**src/rtl/instruction_queue.sv**
```systemverilog
// -----------------------------------------------------------------------------
// instruction_queue
//
// Prefetch queue in front of an instruction register (IR). A producer pushes
// instruction words into a circular buffer of DEPTH entries; LoadIR moves the
// oldest queued word into the IR, whose fields are presented as opcode and
// data_out.
//
// Handshake: a word transfers on a rising edge where ins_valid && ins_ready
// are both high. ins_ready is a pure combinational decode of the registered
// count (!full) and never depends on ins_valid, so the producer may hold
// ins_valid and its word stable until the transfer happens.
//
// Ports
//   clock        rising-edge clock
//   reset        synchronous active-high reset (highest priority)
//   instruction  incoming word, INS_WIDTH bits
//   ins_valid    producer offers instruction this cycle
//   ins_ready    queue can accept a word this cycle (= !full)
//   LoadIR       move queue head into IR (ignored while empty)
//   flush        discard queued words, clear ir_valid, keep IR contents
//   opcode       IR[INS_WIDTH-1 -: OPCODE_WIDTH]
//   data_out     IR[INS_WIDTH-OPCODE_WIDTH-1:0]
//   ir_valid     IR holds a word loaded since the last reset/flush
//   count        occupied entries, 0..DEPTH
//   full, empty  decodes of count
//   load_miss    one-cycle pulse after LoadIR was sampled on an empty queue
// -----------------------------------------------------------------------------
module instruction_queue #(
  parameter int INS_WIDTH    = 8,
  parameter int OPCODE_WIDTH = 4,
  parameter int DEPTH        = 4
) (
  input  logic                              clock,
  input  logic                              reset,
  input  logic [INS_WIDTH-1:0]              instruction,
  input  logic                              ins_valid,
  output logic                              ins_ready,
  input  logic                              LoadIR,
  input  logic                              flush,
  output logic [OPCODE_WIDTH-1:0]           opcode,
  output logic [INS_WIDTH-OPCODE_WIDTH-1:0] data_out,
  output logic                              ir_valid,
  output logic [$clog2(DEPTH):0]            count,
  output logic                              full,
  output logic                              empty,
  output logic                              load_miss
);

  localparam int PW = $clog2(DEPTH);
  localparam int CW = PW + 1;

  logic [INS_WIDTH-1:0] mem [DEPTH];
  logic [PW-1:0]        head;
  logic [PW-1:0]        tail;
  logic [INS_WIDTH-1:0] ir;
  logic                 push;
  logic                 pop;

  assign full      = (count == CW'(DEPTH));
  assign empty     = (count == '0);
  assign ins_ready = !full;

  // pop is gated by the registered empty, so a word pushed in the same cycle
  // is never bypassed straight into the IR.
  assign push = ins_valid && ins_ready;
  assign pop  = LoadIR && !empty;

  assign opcode   = ir[INS_WIDTH-1 -: OPCODE_WIDTH];
  assign data_out = ir[INS_WIDTH-OPCODE_WIDTH-1:0];

  // Storage carries no reset; only pointers and count give it meaning.
  // A flush or reset cycle never writes.
  always_ff @(posedge clock) begin
    if (!reset && !flush && push) begin
      mem[tail] <= instruction;
    end
  end

  always_ff @(posedge clock) begin
    if (reset) begin
      head      <= '0;
      tail      <= '0;
      count     <= '0;
      ir        <= '0;
      ir_valid  <= 1'b0;
      load_miss <= 1'b0;
    end else if (flush) begin
      // IR contents deliberately survive a flush; only its valid is dropped.
      head      <= '0;
      tail      <= '0;
      count     <= '0;
      ir_valid  <= 1'b0;
      load_miss <= 1'b0;
    end else begin
      // DEPTH is a power of two, so pointer increments wrap on their own.
      if (push) begin
        tail <= tail + PW'(1);
      end
      if (pop) begin
        ir       <= mem[head];
        ir_valid <= 1'b1;
        head     <= head + PW'(1);
      end
      load_miss <= LoadIR && empty;
      case ({push, pop})
        2'b10:   count <= count + CW'(1);
        2'b01:   count <= count - CW'(1);
        default: count <= count;
      endcase
    end
  end

endmodule

```
**config.mk**
```make
export PLATFORM = sky130hd
export DESIGN_NAME = instruction_queue
export DESIGN_NICKNAME = d
export VERILOG_FILES = /design/src/rtl/instruction_queue.sv
export SDC_FILE = /design/constraint.sdc
export NUM_CORES = 1
export LEC_CHECK = 0
export BUFFER_PORTS_ARGS = -buffer_cell sky130_fd_sc_hd__buf_2
export CORE_MARGIN = 3
export CORE_UTILIZATION = 55
export DETAILED_ROUTE_END_ITERATION = 8
export PLACE_DENSITY = 0.77
export SYNTH_ARGS = -nofsm -noshare
export SYNTH_HDL_FRONTEND = slang
export SYNTH_SLANG_ARGS = --single-unit
```
**constraint.sdc**
```tcl
create_clock -name clock -period 5.2 [get_ports clock]
set_input_delay 0.52 -clock clock [delete_from_list [all_inputs] [get_ports clock]]
set_output_delay 0.52 -clock clock [all_outputs]
set_load 0.02 [all_outputs]
```
After elaboration in Yosys (flattened, before gate mapping)
Memory sizes are Yosys's and may differ from the RTL's. A register that Yosys moved wholly into a read port is not among the register bits.
Cells that the tools add are included.
{"block": "op_classes", "n_eq_ne": 3, "bitwise": 1, "n_reduce_logical": 13, "n_mux": 3, "add_sub_neg": 4}
{"op": "$pmux W3 S2", "count": 1}
{"op": "$logic_and A1 B1 Y1", "count": 5}
{"op": "$add A2 B1 Y2 const B", "count": 2}
{"op": "$logic_not A1 Y1", "count": 4}
{"op": "$add A3 B1 Y3 const B", "count": 1}
{"op": "$eq A3 B3 Y1 const B", "count": 1}
{"op": "$logic_not A3 Y1", "count": 1}
{"op": "$sub A3 B1 Y3 const B", "count": 1}
{"op": "$eq A2 B1 Y1 const B", "count": 1}
{"op": "$eq A2 B2 Y1 const B", "count": 1}
{"op": "$mux W1", "count": 2}
{"op": "$reduce_and A2 Y1", "count": 1}
{"op": "$reduce_bool A2 Y1", "count": 1}
{"op": "$reduce_or A2 Y1", "count": 1}
{"op": "$not A1 Y1", "count": 1}
{"block": "word_totals", "regBits": 9, "word_cells": 30, "mem_count": 1, "out_inout_bits": 16, "mem_bits_rw": 32}
{"memory": "mem", "depth": 4, "word_bits": 8, "read_ports": 1, "rd_clocked_by_memory_dff": 1, "write_ports": 1, "line": "53", "source": "logic [INS_WIDTH-1:0] mem [DEPTH];"}

Depth between registers and ports, before layout
{"block": "depth", "ltp_word": 6, "mapped_depth": 10}

Worst setup path before layout
No wires, ideal clock.
{"block": "synth_timing", "path_kind": "register to register", "start": "reg count[2]", "end": "reg count[2]", "synth_period_minus_slack_ns": 2.546, "t_required_ns": 5.130, "stages_incl_launch_ff": 11, "n_path_buf": 0, "t_arrival_ns": 2.476, "setup_ns": 0.070, "path_slack_ns": 2.654, "cell_sequence": "dfxtp_1 > or3b_1 > inv_2 > nor2_1 > inv_1 > ha_1 > inv_1 > fa_1 > xor2_1 > or3_1 > a21oi_1"}
{"block": "synth_via", "elab_chain_cells": 5, "elab_cells_between_ends": 12, "cone_classes": "add/sub: 2; eq/ne: 3; mux: 1; reduce/logical: 6"}
{"item": "from (decl)", "line": "44", "source": "output logic [$clog2(DEPTH):0] count,"}
{"item": "from (signal assigned)", "line": "107", "source": "2'b10: count <= count + CW'(1);"}
{"item": "from (signal assigned)", "line": "108", "source": "2'b01: count <= count - CW'(1);"}
{"item": "from (signal assigned)", "line": "109", "source": "default: count <= count;"}
{"item": "$eq A3 B3 Y1 *", "line": "60", "source": "assign full = (count == CW'(DEPTH));"}
{"item": "$logic_not A1 Y1 *", "line": "62", "source": "assign ins_ready = !full;"}
{"item": "via ins_ready", "line": "38", "source": "output logic ins_ready,"}
{"item": "$logic_and A1 B1 Y1 *", "line": "66", "source": "assign push = ins_valid && ins_ready;"}
{"item": "$eq A2 B1 Y1 / $eq A2 B2 Y1 (equally long branches)", "line": "106", "source": "case ({push, pop})"}
{"item": "$pmux W3 S2 / $reduce_bool A2 Y1 (equally long branches)"}
The timed path passes the listed nets; every way through them passes the cells marked *.
A chain may end at the register's enable or synchronous reset.

Worst setup path after layout
{"block": "layout_timing", "start": "reg count[2]", "end": "reg count[2]"}
{"block": "layout_via", "elab_chain_cells": 5, "elab_cells_between_ends": 12, "cone_classes": "add/sub: 2; eq/ne: 3; mux: 1; reduce/logical: 6"}
{"item": "$eq A3 B3 Y1 / $logic_not A3 Y1 (equally long branches)", "line": "60, 61"}
{"item": "$logic_not A1 Y1 (on tied branches)", "line": "62, 67"}
{"item": "$logic_and A1 B1 Y1 (on tied branches)", "line": "66, 67"}
{"item": "$eq A2 B1 Y1 / $eq A2 B2 Y1 (equally long branches)", "line": "106"}
{"item": "$pmux W3 S2 / $reduce_bool A2 Y1 (equally long branches)"}
Several ways; a longest one is shown, not always the timed one.

==> reports/qor.yml <==
synthXorXnorAreaFrac: 0.01828
powerDensity_nw_per_um2: 319.0
avgSynthCellArea_sq_um: 16.11
dieArea_sq_um: 4230
worst_ep_arrival_time_ps: 2740
rsz0062_at_grt: "false"
core-area_sq_um: 3178
synth_flop_cell: "edfxtp_1"
hold_class: "in2reg"
dr.pass1.iters: 4
multi_input_comb_area_sq_um: 555.5
grtUsageTotal: 0.1877
grt_max_degree: 15
tightest_slew_ps: 632.5
synth_top_family_by_area: "multiplexers"
seq_area_sq_um: 1301
drc: 0
synth_largest_area_cell: "edfxtp_1"
cts_resized: 0
clk_latency_ps: 350
fin_nets: 169
start_kind: "flip-flop"
synthCells: 119
hold_depth: 1
syn_nets: 138
final_hold_viol_count: 0
fp.dieH_um: 65.04
cts_root_buf: "clkbuf_4"
yosys.area_share.adder: 0.04308
synth_top_area_frac: 0.5013
syn_area_sq_um: 1917
finClkSkew_ps: 7.853
dp_hpwl_um: 2444
cts_tree: "built"
p_leak_nw: 0.8223
pin_count: 29
reg2reg_depth: 10
grt_pass1_wl_um: 5754
synthTopCellsByArea: "edfxtp_1 50%, dfxtp_1 18%, mux4_2 9.4%"
gp_congestion: 0.7606
synth-simple-area-share: 0.05744
yosys_register_bits: 49
synthMuxAreaShare: 0.09399
async_reset_ff_frac: 0
io_buffers: 28
synth_edf_count: 32
vias: 1081
synth_seq_area_share: 0.6789
synth_cell_type_count: 26
syn2layout_area_growth_pct: 13.25
cap_violations: 0
row_count: 20
cts_setup_buffers: 0
viasPerCell: 5.544
antenna_found_initial: 0
synth-compound-area-share: 0.07702
wl_per_cell_um: 17.27
clkTransAtPathRegs_ps: 130
gr-total-overflow: 0
grt_pass1_vias: 1219
status: "completed"
ys_warn_count: 0
diodes: 0
cts_buffers: 5
end_kind: "flip-flop"
holdWs_ps: 375.8
ir_drop_mv: 0.1771
max-slew-margin-rel: 0.5778
finalMaxSlewViolations: 0
timing.final.crit_share: 0.4714
drtIter0Drc: 41
min_period_ps: 2451
tns_ps: 0
drive_gt1_frac: 0.3179
cts_hold_buf: 0
required_ps: 5490
cp_max_fo: 7
ant_nets: 0
critical_path_class: "reg2reg"
max_freq_mhz: 407.9
cts_sinks: 49
wl_um: 3367
clock_path_buffers: 2
h-tree-depth: 2
setup_viol: 0
start_util: 0.6031
die_x_um: 65.04
fillers: 239
## layout by cell type (no fill, tap or decap)
cell type and n:
clkbuf_1 1, clkbuf_4 5, edfxtp_1 32, buf_2 28, dfxtp_1 17, clkbuf_8 1
a22o_1 8, xnor2_1 1, xor2_1 3, nor3_1 1, or3_1 1, inv_1 8
inv_2 1, or3b_1 1, nor2_1 9, a21oi_1 4, o311ai_0 1, and2_4 1
nand3_1 2, mux4_2 8, o31a_4 1, ha_1 5, fa_1 1, a21oi_4 1
o21ai_0 3, bufinv_16 1, or2_2 1, and3_1 5
## cell families after synthesis
| family | after synthesis |
|---|---|
| compound gates | 18 |
| buf+inv | 13 |
| simple gates | 21 |
| fa+ha+maj | 6 |
| mux | 8 |
| xor+xnor | 4 |
| flops | 49 |
## cell usage after synthesis (2+ instances only)
master	n
xor2_1	3
a22o_1	8
and3_1	5
a21oi_1	4
inv_1	8
edfxtp_1	32
clkbuf_1	2
dfxtp_1	17
nor2_1	9
mux4_2	8
ha_1	5
o21ai_0	3
nand3_1	2
## routing by layer
metal | wire (um) | track usage | vias up | share of wire
li1 | - | - | 506 | -
met1 | 1264 | 0.2056 | 543 | 0.38
met2 | 1884 | 0.3474 | 28 | 0.56
met3 | 184 | 0.04333 | 4 | 0.055
met4 | 34 | 0.07513 | 0 | 0.010
met5 | 0 | 0 | - | 0
## flip-flops by register name, summed over array words and instances, names as in the netlist
signal and cells:
mem 32, ir_valid 1, ir 8, load_miss 1
count 3, head 2, tail 2
## where the power goes
group / internal [mW] / switching (mW)
Sequential: 0.420 / 0.00472
Combinational: 0.0173 / 0.0251
Clock: 0.115 / 0.110
## worst max-delay path: stages, from the launching register on
cell     delay, ps
dfxtp_1        450
or3b_1         450
inv_2          100
nor2_1          70
inv_1           60
ha_1           180
inv_1           60
fa_1           380
xor2_1         160
or3_1          310
a21oi_1        160
## through the flow
step                      area, sq um  power, mW  utilization  cells  worst slack, ps
after floorplan                  1917     0.4592            -    119             2654
after global placement           2086     0.4735       0.6563    187             2940
after detailed placement         2086     0.4765       0.6563    187             2799
after CTS                        2171     0.6978       0.6831    195             2745
after global routing             2171     0.7160       0.6831    195             2555
final                            2171     0.6924       0.6831    195             2749
## final timing paths
check                    to  slack [ps]      startpoint
setup reg to reg   count[2]        2750        count[2]
hold reg to reg    ir_valid         490        ir_valid
setup / recovery   count[2]        2750        count[2]
hold / removal    mem[2][7]         380  instruction[7]
## layout make-up
class                           count  share of cell area
Inverter                            9             0.01556
Timing Repair Buffer               28             0.06455
Clock inverter                      1             0.01383
Tap cell                           44             0.02536
Sequential cell                    49              0.5994
Multi-Input combinational cell     57              0.2559
Clock buffer                        7             0.02536
(Power assumes the default switching activity.)
